<file path="src/rtl/idu_pkg.sv">
// ============================================================================
// idu_pkg: shared decode constants, immediate-type enum and opcode decoder.
// Rev 1.0
// ============================================================================
`default_nettype none

package idu_pkg;

  localparam logic [3:0] CMD_NOP     = 4'd0;
  localparam logic [3:0] CMD_ALU_IMM = 4'd1;
  localparam logic [3:0] CMD_ALU_REG = 4'd2;
  localparam logic [3:0] CMD_LOAD    = 4'd3;
  localparam logic [3:0] CMD_STORE   = 4'd4;
  localparam logic [3:0] CMD_BRANCH  = 4'd5;
  localparam logic [3:0] CMD_JAL     = 4'd6;
  localparam logic [3:0] CMD_JALR    = 4'd7;
  localparam logic [3:0] CMD_LUI     = 4'd8;
  localparam logic [3:0] CMD_AUIPC   = 4'd9;
  localparam logic [3:0] CMD_SYSTEM  = 4'd10;
  localparam logic [3:0] CMD_ILLEGAL = 4'd15;

  localparam logic [6:0] OP_REG    = 7'b0110011;
  localparam logic [6:0] OP_IMM    = 7'b0010011;
  localparam logic [6:0] OP_LOAD   = 7'b0000011;
  localparam logic [6:0] OP_STORE  = 7'b0100011;
  localparam logic [6:0] OP_BRANCH = 7'b1100011;
  localparam logic [6:0] OP_JAL    = 7'b1101111;
  localparam logic [6:0] OP_JALR   = 7'b1100111;
  localparam logic [6:0] OP_LUI    = 7'b0110111;
  localparam logic [6:0] OP_AUIPC  = 7'b0010111;
  localparam logic [6:0] OP_SYSTEM = 7'b1110011;

  localparam logic [31:0] EBREAK = 32'h0010_0073;

  typedef enum logic [2:0] {
    IMM_R = 3'd0,
    IMM_I = 3'd1,
    IMM_S = 3'd2,
    IMM_B = 3'd3,
    IMM_U = 3'd4,
    IMM_J = 3'd5,
    IMM_N = 3'd6
  } imm_type_e;

  function automatic logic [3:0] decode_cmd(input logic [6:0] opcode);
    logic [3:0] cmd;
    cmd = CMD_ILLEGAL;
    case (opcode)
      OP_REG:    cmd = CMD_ALU_REG;
      OP_IMM:    cmd = CMD_ALU_IMM;
      OP_LOAD:   cmd = CMD_LOAD;
      OP_STORE:  cmd = CMD_STORE;
      OP_BRANCH: cmd = CMD_BRANCH;
      OP_JAL:    cmd = CMD_JAL;
      OP_JALR:   cmd = CMD_JALR;
      OP_LUI:    cmd = CMD_LUI;
      OP_AUIPC:  cmd = CMD_AUIPC;
      OP_SYSTEM: cmd = CMD_SYSTEM;
      default:   cmd = CMD_ILLEGAL;
    endcase
    return cmd;
  endfunction

  // SYSTEM carries an I-format immediate (funct12), like the CSR/ebreak forms.
  function automatic imm_type_e imm_type_of(input logic [3:0] cmd);
    imm_type_e t;
    t = IMM_N;
    case (cmd)
      CMD_ALU_IMM, CMD_LOAD, CMD_JALR, CMD_SYSTEM: t = IMM_I;
      CMD_STORE:                                   t = IMM_S;
      CMD_BRANCH:                                  t = IMM_B;
      CMD_LUI, CMD_AUIPC:                          t = IMM_U;
      CMD_JAL:                                     t = IMM_J;
      CMD_ALU_REG:                                 t = IMM_R;
      default:                                     t = IMM_N;
    endcase
    return t;
  endfunction

endpackage

`default_nettype wire

</file>
<file path="src/rtl/idu_imm_gen.sv">
// ============================================================================
// idu_imm_gen: combinational RV32I immediate generator (I/S/B/U/J formats).
// Rev 1.0
// ============================================================================
`default_nettype none

module idu_imm_gen
  import idu_pkg::*;
(
  input  logic [31:0] inst,
  input  imm_type_e   imm_type,
  output logic [31:0] imm
);

  logic unused_opcode_bits;
  assign unused_opcode_bits = ^inst[6:0];

  always_comb begin
    imm = '0;
    case (imm_type)
      IMM_I:   imm = {{20{inst[31]}}, inst[31:20]};
      IMM_S:   imm = {{20{inst[31]}}, inst[31:25], inst[11:7]};
      IMM_B:   imm = {{19{inst[31]}}, inst[31], inst[7], inst[30:25], inst[11:8], 1'b0};
      IMM_U:   imm = {inst[31:12], 12'b0};
      IMM_J:   imm = {{11{inst[31]}}, inst[31], inst[19:12], inst[20], inst[30:21], 1'b0};
      default: imm = '0;
    endcase
  end

endmodule

`default_nettype wire

</file>
<file path="src/rtl/idu_stage.sv">
// ============================================================================
// idu_stage: registered RV32I decode stage with valid/ready handshake.
// Rev 1.0 -- optional perf counters enabled by IDU_PERF_CNT_EN.
// ============================================================================
`default_nettype none

module idu_stage
  import idu_pkg::*;
#(
  parameter int ADDR_WIDTH = 5,
  parameter int DATA_WIDTH = 32,
  parameter int CMD_WIDTH  = 4,
  parameter int PC_WIDTH   = 32
) (
  input  logic                  clk,
  input  logic                  rst,
  input  logic                  in_valid,
  output logic                  in_ready,
  input  logic [PC_WIDTH-1:0]   in_pc,
  input  logic [31:0]           in_inst,
  output logic [ADDR_WIDTH-1:0] raddr1,
  output logic [ADDR_WIDTH-1:0] raddr2,
  input  logic [DATA_WIDTH-1:0] rdata1,
  input  logic [DATA_WIDTH-1:0] rdata2,
  input  logic                  flush,
  output logic                  out_valid,
  input  logic                  out_ready,
  output logic [PC_WIDTH-1:0]   out_pc,
  output logic [DATA_WIDTH-1:0] out_src1,
  output logic [DATA_WIDTH-1:0] out_src2,
  output logic [ADDR_WIDTH-1:0] out_rd,
  output logic [31:0]           out_imm,
  output logic [CMD_WIDTH-1:0]  out_cmd,
  output logic                  out_illegal,
  output logic                  halt_req,
  output logic [31:0]           perf_inst_cnt,
  output logic [31:0]           perf_stall_cnt
);

  logic [3:0]  cmd;
  imm_type_e   imm_type;
  logic [31:0] imm;
  logic        reg_bad;
  logic        illegal;
  logic        accept;
  logic        handshake;
  logic        is_ebreak;

  assign in_ready  = !out_valid || out_ready;
  assign accept    = in_valid && in_ready;
  assign handshake = out_valid && out_ready;

  assign raddr1 = in_inst[15 +: ADDR_WIDTH];
  assign raddr2 = in_inst[20 +: ADDR_WIDTH];

  assign cmd      = decode_cmd(in_inst[6:0]);
  assign imm_type = imm_type_of(cmd);

  idu_imm_gen u_imm_gen (
    .inst     (in_inst),
    .imm_type (imm_type),
    .imm      (imm)
  );

  // RV32E: register indices above 15 do not exist.
  generate
    if (ADDR_WIDTH < 5) begin : g_rv32e
      assign reg_bad = in_inst[11] | in_inst[19] | in_inst[24];
    end else begin : g_rv32i
      assign reg_bad = 1'b0;
    end
  endgenerate

  assign illegal  = (cmd == CMD_ILLEGAL) || (in_inst[1:0] != 2'b11) || reg_bad;
  assign halt_req = handshake && is_ebreak && !flush;

  always_ff @(posedge clk or negedge rst) begin
    if (!rst) begin
      out_valid   <= 1'b0;
      out_pc      <= '0;
      out_src1    <= '0;
      out_src2    <= '0;
      out_rd      <= '0;
      out_imm     <= '0;
      out_cmd     <= '0;
      out_illegal <= 1'b0;
      is_ebreak   <= 1'b0;
    end else if (flush) begin
      out_valid <= 1'b0;
    end else if (accept) begin
      out_valid   <= 1'b1;
      out_pc      <= in_pc;
      out_src1    <= rdata1;
      out_src2    <= rdata2;
      out_rd      <= in_inst[7 +: ADDR_WIDTH];
      out_imm     <= imm;
      out_cmd     <= CMD_WIDTH'(cmd);
      out_illegal <= illegal;
      is_ebreak   <= (in_inst == EBREAK);
    end else if (out_ready) begin
      out_valid <= 1'b0;
    end
  end

`ifdef IDU_PERF_CNT_EN
  logic [31:0] inst_cnt;
  logic [31:0] stall_cnt;

  always_ff @(posedge clk or negedge rst) begin
    if (!rst) begin
      inst_cnt  <= '0;
      stall_cnt <= '0;
    end else begin
      if (handshake)
        inst_cnt <= inst_cnt + 32'd1;
      if (out_valid && !out_ready)
        stall_cnt <= stall_cnt + 32'd1;
    end
  end

  assign perf_inst_cnt  = inst_cnt;
  assign perf_stall_cnt = stall_cnt;
`else
  assign perf_inst_cnt  = '0;
  assign perf_stall_cnt = '0;
`endif

endmodule

`default_nettype wire

</file>
<file path="config.mk">
export PLATFORM = sky130hd
export DESIGN_NAME = idu_stage
export DESIGN_NICKNAME = d
export VERILOG_FILES = /design/src/rtl/idu_pkg.sv /design/src/rtl/idu_imm_gen.sv /design/src/rtl/idu_stage.sv
export SDC_FILE = /design/constraint.sdc
export NUM_CORES = 1
export LEC_CHECK = 0
export BUFFER_PORTS_ARGS = -buffer_cell sky130_fd_sc_hd__buf_2
export CAP_MARGIN = 20
export CORE_AREA = 2 2 136 138
export CTS_CLUSTER_SIZE = 12
export DETAILED_ROUTE_END_ITERATION = 6
export DIE_AREA = 0 0 138 140
export PLACE_DENSITY_LB_ADDON = 0.12
export SKIP_CTS_REPAIR_TIMING = 1
export SYNTH_ARGS = -nofsm -noshare
export SYNTH_HDL_FRONTEND = slang
export SYNTH_SLANG_ARGS = --single-unit
</file>
<file path="constraint.sdc">
create_clock -name clk -period 2.7 [get_ports clk]
set_input_delay 0 -clock clk [delete_from_list [all_inputs] [get_ports clk]]
set_output_delay 0 -clock clk [all_outputs]
set_load 0.01 [all_outputs]
</file>
==> results of run 1 <==
## path summary, 6_finish.rpt
kind	slack, ns	to	cells after the start	from
max	0.72	out_cmd[2]	5	out_valid
min	0.03	out_cmd[0]	2	in_inst[5]
max reg2reg	0.72	out_cmd[2]	5	out_valid
min reg2reg	0.46	out_src1[24]	2	out_src1[24]
max in group asynchronous	1.75	out_imm[8]	3	rst
min in group asynchronous	0.16	out_pc[1]	2	rst
## state kept, by name, indices dropped and copies added, names as in the netlist
register     cells
out_rd           5
out_illegal      1
out_src1        32
is_ebreak        1
out_valid        1
out_cmd          4
out_src2        32
out_imm         32
out_pc          32
## layer usage
| layer | vias up | share of wire | routed length [µm] |
|---|---|---|---|
| li1 | 2887 | - | - |
| met1 | 2838 | 0.43 | 8570 |
| met2 | 259 | 0.49 | 9810 |
| met3 | 20 | 0.066 | 1320 |
| met4 | 0 | 0.017 | 341 |
| met5 | - | 0 | 0 |
## area by class of cell
cell class                      instances  area share
Clock buffer                           19      0.0461
Clock inverter                         13      0.0196
Inverter                                3     0.00117
Multi-Input combinational cell        496       0.250
Sequential cell                       140       0.365
Tap cell                              229      0.0299
Timing Repair Buffer                  417       0.288
## through the flow
stage | hold WS (ns) | utilization | total power, mW | instances
floorplan | -0.296 | - | 3.03 | 749
global placement | 0.0783 | 0.434 | 3.47 | 1160
detailed placement | 0.0714 | 0.434 | 3.47 | 1160
CTS | -0.382 | 0.470 | 5.99 | 1192
global route | 0.0391 | 0.540 | 6.38 | 1317
finish | 0.0288 | 0.540 | 6.07 | 1317
## logic make-up (layout without fill, tap and decap cells)
family	count (synthesis)	after routing	synth area share
buf+inv	113	452	0.115
simple gates	365	365	0.244
other cells	1	64	0.000587
compound gates	64	64	0.0869
flops	140	140	0.548
mux	3	3	0.00509
## cell usage after synthesis (all sizes together) (2+ instances only)
master  instances
a21boi          2
a21oi           6
a221o          23
a22o            8
a32o            2
and3            5
buf            96
clkbuf         14
dfrtp         140
inv             3
mux2            2
nand2         309
nand2b          4
nand3b          5
nand4           3
nor2           13
nor2b           2
nor3            2
nor3b           2
nor4            8
o211ai          5
o21ai           7
o22ai           2
or2             2
or3             2
## power by group through the flow
stage / logic (mW) / clock network (mW) / registers, mW
floorplan: 0.427 / 0 / 2.61
global placement: 0.983 / 0 / 2.48
detailed placement: 0.991 / 0 / 2.48
CTS: 0.991 / 2.55 / 2.45
global route: 1.24 / 2.65 / 2.48
finish: 1.13 / 2.50 / 2.45
==> impl_metrics.py, run 1 <==
metrics = {
    "status": {
        "outcome": "finished, final reports clean",
    },
    "floorplanning": {
        "initial_core_util": 0.360,
        "core_area_um2": 17800,
        "io_pins": 348,
        "row_count": 49,
        "die_w_um": 138,
        "chipHeight_um": 140,
        "die_area_um2": 19300,
    },
    "synthesis": {
        "syn_area_um2": 6390,
        "ys.flop_type": "dfrtp_1",
        "synth_cells": 686,
        "synth_top_area_frac": 0.548,
        "synth_warnings": 0,
        "seq_area_frac_synth": 0.548,
        "yosys.area.top_type": "dfrtp_1",
        "synthTopCellsByArea": "dfrtp_1 (55%), nand2_1 (18%), buf_4 (8.9%)",
        "syn_area_per_cell_um2": 9.32,
        "synthArstFlopShare": 1.00,
        "yosys_register_bits": 140,
        "synth_cell_types": 59,
        "synth-edff-count": 0,
    },
    "cells_and_area": {
        "layout_commonest_cell": "nand2_1",
        "drive_above_1_share": 0.318,
        "fill_cells": 1611,
        "finish.instance_area_um2": 9600,
        "area_delta_synth_final_pct": 50.1,
        "mostFrequentLayoutCells": "nand2_1 (307), buf_2 (282), dfrtp_1 (140)",
        "seq_area_um2": 3500,
        "diodes": 0,
        "multiInputGateArea_um2": 2400,
        "fin_nets": 1208,
    },
    "setup_path": {
        "worstPathRequired_ns": 2.96,
        "crit_fanout": 139,
        "cpPeakStageDelay_ns": 0.42,
        "critPathCaptureType": "register",
        "cp_slowest_cell": "buf_12",
        "critPathArrivalTime_ns": 2.24,
        "crit_chain": "nor2b_2 > inv_1 > nand3b_1 > buf_12 > o21ai_0",
        "critical_path_class": "reg -> reg",
        "worstPathBufferInverterCount": 2,
        "critical-path-top-delay-family": "simple AND/OR/NAND/NOR gates",
        "startpoint_type": "register",
    },
    "timing": {
        "final_hold_viol_count": 0,
        "rsz0062_at_grt": "false",
        "finalSetupTns_ns": 0,
        "drv_slew": 0,
        "worst_slew_pin_slew_ns": 0.758,
        "skew_ns": 0.00720,
        "fin_ws_ns": 0.717,
        "fmaxAchievable_mhz": 504,
        "fin_crit_ns": 1.98,
        "slew-limit-headroom": 0.495,
        "fin_crit_sh": 0.735,
        "setup_viol_count_final": 0,
    },
    "detailed_routing": {
        "vias": 6004,
        "wl_um": 20000,
        "drtAntennaViolNets": 0,
        "drt-initial-drc-count": 238,
        "drtPass1Iterations": 4,
        "drcViolationCount": 0,
        "via_per_inst": 4.56,
        "avgRoutedWirePerCell_um": 15.2,
    },
    "global_routing": {
        "gr-usage-met2": 0.304,
        "grt_pass1_wl_um": 29200,
        "use_met1": 0.255,
        "overflow": 0,
        "grt_util_met3": 0.0462,
        "grt_pass1_vias": 5170,
        "antenna_found_initial": 0,
        "track_usage": 0.191,
        "busiest_layer": "met2",
        "grt_max_degree": 140,
    },
    "cts": {
        "clock_latency_ns": 0.41,
        "htree_levels": 4,
        "path_clk_slew_ns": 0.06,
        "clk_path_buf_depth": 2,
        "cts_tree": "yes",
        "root_buffer": "clkbuf_16",
        "numCtsBuffers": 17,
        "cts_sinks": 140,
    },
    "placed_design": {
        "dpl.hpwl_um": 13400,
        "place.gp.congestion": 0.844,
        "place_area_um2": 7720,
        "dp_worst_setup_slack_ns": 0.581,
        "port_buffers": 283,
    },
    "flow_run": {
        "drv_cap": 0,
    },
    "power_and_ir_drop": {
        "p_clk_frac": 0.411,
        "internal-power_mw": 4.40,
        "power_switching_mw": 1.67,
        "p_per_area_nw_per_um2": 633,
        "combinationalPowerShare": 0.185,
        "vdd_drop_max_uv": 400,
        "p_leak_nw": 5.27,
        "sequentialPowerShare": 0.404,
        "switching_share": 0.276,
    },
    "worst_hold_path": {
        "min_path_type": "in -> reg",
    },
}
Power figures use the tool's default switching activity.
==> run 2, diff against run 1 <==
Settings changed: CORE_AREA 2 2 136 138 to unset, CORE_ASPECT_RATIO set to 0.5, CORE_MARGIN set to 2, CORE_UTILIZATION set to 45, DIE_AREA 0 0 138 140 to unset.
Clock period 2.7 ns to 1.9 ns, I/O delays scaled along.
==> impl_metrics.py, run 2 (synthesized netlist as in run 1, its figures left out) <==
metrics = {
    "status": {
        "outcome": "finished, final reports clean",
    },
    "flow_run": {
        "drv_cap": 0,
    },
    "power_and_ir_drop": {
        "vdd_drop_max_uv": 636,
        "p_per_area_nw_per_um2": 891,
        "finalPower_mw": 8.58,
        "p_leak_nw": 5.31,
    },
    "cts": {
        "path_clk_slew_ns": 0.06,
        "clock_latency_ns": 0.41,
        "numCtsBuffers": 17,
        "htree_levels": 4,
        "cts_sinks": 140,
        "cts_tree": "yes",
        "clk_path_buf_depth": 2,
        "root_buffer": "clkbuf_16",
    },
    "global_routing": {
        "grt_pass1_wl_um": 26700,
        "overflow": 0,
        "grt_pass1_vias": 5200,
        "antenna_found_initial": 0,
        "grt_max_degree": 65,
        "track_usage": 0.222,
    },
    "setup_path": {
        "rr_worst_depth": 6,
        "reg2reg_slack_ns": 0.18,
        "critPathCaptureType": "register",
        "critical_path_class": "reg -> reg",
        "crit_fanout": 8,
        "startpoint_type": "register",
        "r2r-start": "out_valid",
        "critPathArrivalTime_ns": 2.06,
        "rr_endpoint": "out_imm[19]",
        "worstPathRequired_ns": 2.24,
    },
    "timing": {
        "rsz0062_at_grt": "false",
        "drv_slew": 0,
        "final_hold_viol_count": 0,
        "fmaxAchievable_mhz": 580,
        "slew-limit-headroom": 0.662,
        "skew_ns": 0.0105,
        "fin_crit_sh": 0.908,
        "finalSetupTns_ns": 0,
        "hold_ws_ns": 0.0277,
        "setup_viol_count_final": 0,
        "worst_slew_pin_slew_ns": 0.507,
        "fin_crit_ns": 1.72,
        "fin_ws_ns": 0.175,
    },
    "cells_and_area": {
        "fill_cells": 1075,
        "mostFrequentLayoutCells": "nand2_1 (307), buf_2 (282), dfrtp_1 (140)",
        "fin_util": 0.703,
        "multiInputGateArea_um2": 2400,
        "layout_commonest_cell": "nand2_1",
        "seq_area_um2": 3500,
        "diodes": 0,
        "fin_nets": 1214,
        "area_delta_synth_final_pct": 50.6,
        "drive_above_1_share": 0.321,
    },
    "detailed_routing": {
        "via_per_inst": 4.80,
        "drcViolationCount": 0,
        "vias": 6173,
        "avgRoutedWirePerCell_um": 15.1,
        "drtPass1Iterations": 7,
        "drt-initial-drc-count": 386,
        "drtAntennaViolNets": 0,
        "wl_um": 19400,
    },
    "floorplanning": {
        "die_w_um": 173,
        "initial_core_util": 0.467,
        "chipHeight_um": 88.3,
        "core_area_um2": 13700,
        "die_area_um2": 15200,
        "io_pins": 348,
        "row_count": 30,
    },
    "placed_design": {
        "port_buffers": 283,
        "place.gp.congestion": 0.872,
        "dpl.hpwl_um": 12600,
        "dp_worst_setup_slack_ns": 0.0991,
    },
    "worst_hold_path": {
        "holdPathStages": 2,
        "min_path_type": "in -> reg",
        "min_to": "out_cmd[0]",
        "hold_start": "in_inst[5]",
    },
}
==> run 2: cell count changes in the layout (fill, tap and decap cells not counted), sizes merged <==
cell         before  now
buf             293  298
clkbuf           19   17
clkinv            3    6
clkinvlp          3    2
dlygate4sd3     124  125
inv               6    5
==> run 2: final cells by class <==
cell class | instances | share of cell area
clock buffer | 17 | 0.0442
clock inverter | 14 | 0.0201
timing repair buffer | 423 | 0.296
sequential | 140 | 0.364
multi-input combinational | 496 | 0.250
inverter | 3 | 0.00117
tap | 192 | 0.0249
==> run 2: metal layers <==
metal | vias up | GRT usage | part of all wire
met4 | 0 | 0.0909 | 0.027
met3 | 42 | 0.0511 | 0.053
li1 | 2896 | - | -
met1 | 2970 | 0.290 | 0.40
met2 | 265 | 0.368 | 0.52
met5 | - | 0 | 0
==> run 2: metrics by stage <==
stage,area (µm²),cells
finish,9630,1285
global route,9630,1285
CTS,8360,1158
detailed placement,7740,1127
global placement,7740,1127
floorplan,6630,749
==> run 2: worst max path at each step <==
| stage | from | to | slack, ns | depth (start not counted) |
|---|---|---|---|---|
| 3_3_place_gp | out_valid | out_pc[26] | 0.18 | 7 |
| 6_report | out_valid | out_imm[19] | 0.18 | 6 |
| 4_1_cts | out_valid | out_imm[19] | 0.07 | 5 |
| 3_5_place_dp | out_valid | out_imm[13] | 0.1 | 5 |
| 2_1_floorplan | out_valid | out_imm[15] | 0.27 | 5 |
| 5_1_grt | out_valid | out_pc[19] | 0.04 | 7 |
==> run 2: worst max-delay path, stage by stage, from the launching register on <==
cell	delay, ns
dfrtp_1	0.38
nor2b_2	0.19
nor4b_4	0.24
buf_4	0.18
o311a_1	0.20
a21boi_4	0.31
a221o_1	0.16
==> run 2: power breakdown <==
group / internal [mW] / total, mW / leakage [nW] / switching, mW
combinational: 0.711 / 1.61 / 3.24 / 0.895
sequential: 3.32 / 3.49 / 1.77 / 0.175
clock: 2.20 / 3.49 / 0.299 / 1.29
==> run 3, diff against run 2 <==
Settings changed: CORE_MARGIN 2 to 1.5, REMOVE_ABC_BUFFERS set to 1.
==> impl_metrics.py, run 3 (synthesized netlist as in run 1, its figures left out) <==
metrics = {
    "setup_path": {
        "critical_path_class": "reg -> reg",
        "rr_worst_depth": 6,
        "r2r-start": "out_valid",
        "cpPeakStageDelay_ns": 0.50,
        "critPathArrivalTime_ns": 2.14,
        "crit_fanout": 8,
        "cp_slowest_cell": "nor4_2",
        "rr_endpoint": "out_imm[26]",
        "critPathCaptureType": "register",
        "crit_path_start": "out_valid",
        "startpoint_type": "register",
        "crit_chain": "nor2b_4 > inv_1 > nand3b_1 > nor4_2 > buf_2 > a221o_1",
        "worstPathRequired_ns": 2.24,
        "reg2reg_slack_ns": 0.10,
    },
    "global_routing": {
        "grt_pass1_vias": 5115,
        "antenna_found_initial": 0,
        "overflow": 0,
        "track_usage": 0.225,
        "grt_pass1_wl_um": 25900,
        "grt_max_degree": 77,
    },
    "floorplanning": {
        "initial_core_util": 0.467,
        "die_w_um": 172,
        "row_count": 30,
        "die_area_um2": 15000,
        "chipHeight_um": 87.3,
        "io_pins": 348,
        "core_area_um2": 13700,
    },
    "status": {
        "outcome": "finished, final reports clean",
    },
    "cells_and_area": {
        "mostFrequentLayoutCells": "nand2_1 (307), buf_2 (283), dfrtp_1 (140)",
        "drive_above_1_share": 0.321,
        "fin_nets": 1213,
        "layout_commonest_cell": "nand2_1",
        "area_delta_synth_final_pct": 49.9,
        "diodes": 0,
        "fin_cells": 1285,
    },
    "timing": {
        "worst_slew_pin_slew_ns": 0.558,
        "hold_ws_ns": 0.0319,
        "final_hold_viol_count": 0,
        "drv_slew": 0,
        "fmaxAchievable_mhz": 556,
        "finalSetupTns_ns": 0,
        "setup_viol_count_final": 0,
        "fin_crit_ns": 1.80,
        "fin_ws_ns": 0.100,
        "slew-limit-headroom": 0.628,
        "skew_ns": 0.00690,
        "fin_crit_sh": 0.947,
    },
    "cts": {
        "htree_levels": 4,
        "clock_latency_ns": 0.41,
        "numCtsBuffers": 17,
        "cts_sinks": 140,
        "root_buffer": "clkbuf_16",
        "path_clk_slew_ns": 0.06,
        "cts_tree": "yes",
        "clk_path_buf_depth": 2,
    },
    "flow_run": {
        "drv_cap": 0,
    },
    "placed_design": {
        "place.gp.congestion": 0.876,
        "port_buffers": 283,
        "dpl.hpwl_um": 12300,
        "dp_worst_setup_slack_ns": -0.143,
        "placedCellCount": 1127,
    },
    "worst_hold_path": {
        "min_path_type": "in -> reg",
        "min_to": "out_cmd[0]",
        "hold_start": "in_inst[5]",
        "holdPathStages": 2,
    },
    "detailed_routing": {
        "drtAntennaViolNets": 0,
        "wl_um": 18600,
        "avgRoutedWirePerCell_um": 14.5,
        "drtPass1Iterations": 5,
        "via_per_inst": 4.72,
        "drt-initial-drc-count": 331,
        "vias": 6063,
        "drcViolationCount": 0,
    },
    "power_and_ir_drop": {
        "finalPower_mw": 8.33,
        "vdd_drop_max_uv": 673,
        "p_per_area_nw_per_um2": 869,
        "p_leak_nw": 5.28,
    },
}
## run 3: critical path, delay by kind of cell (launching register included)
family          cells  cell delay [ns]
flops               1             0.38
simple gates        3             0.80
compound gates      1             0.19
buf+inv             2             0.35
## run 3: routing by layer
metal	GRT usage	wire length [µm]
met5	0	0
met4	0.0582	295
met3	0.0559	951
met2	0.397	9580
met1	0.278	7770
## run 3: metrics by stage
stage               utilization  instance area [µm²]
finish                    0.700                 9580
CTS                       0.607                 8320
detailed placement        0.565                 7740
global placement          0.565                 7740
global route              0.700                 9580
floorplan                     -                 5910
## run 3: area by class of cell
| type | count | area [µm²] |
|---|---|---|
| flip-flops and latches | 140 | 3500 |
| inverters | 3 | 11.3 |
| clock inverters | 14 | 149 |
| repair buffers | 422 | 2840 |
| fillers | 1062 | 4120 |
| clock buffers | 18 | 429 |
| well taps | 192 | 240 |
| multi-input cells | 496 | 2410 |
## run 3: how the worst max path moves through the flow
stage / endpoint / slack [ns] / cells after the start
2_1_floorplan: out_cmd[0] / -5.21 / 3
3_3_place_gp: out_imm[30] / -0.08 / 5
3_5_place_dp: out_imm[23] / -0.14 / 5
4_1_cts: out_imm[26] / -0.21 / 5
5_1_grt: out_imm[28] / -0.0005 / 6
6_report: out_imm[26] / 0.10 / 6
## run 3: report_power, final
group          switching [mW]  internal (mW)  leakage (nW)
combinational           0.895          0.709          3.24
sequential              0.170           3.32          1.77
clock                    1.30           1.93         0.272
total                    2.37           5.96          5.28
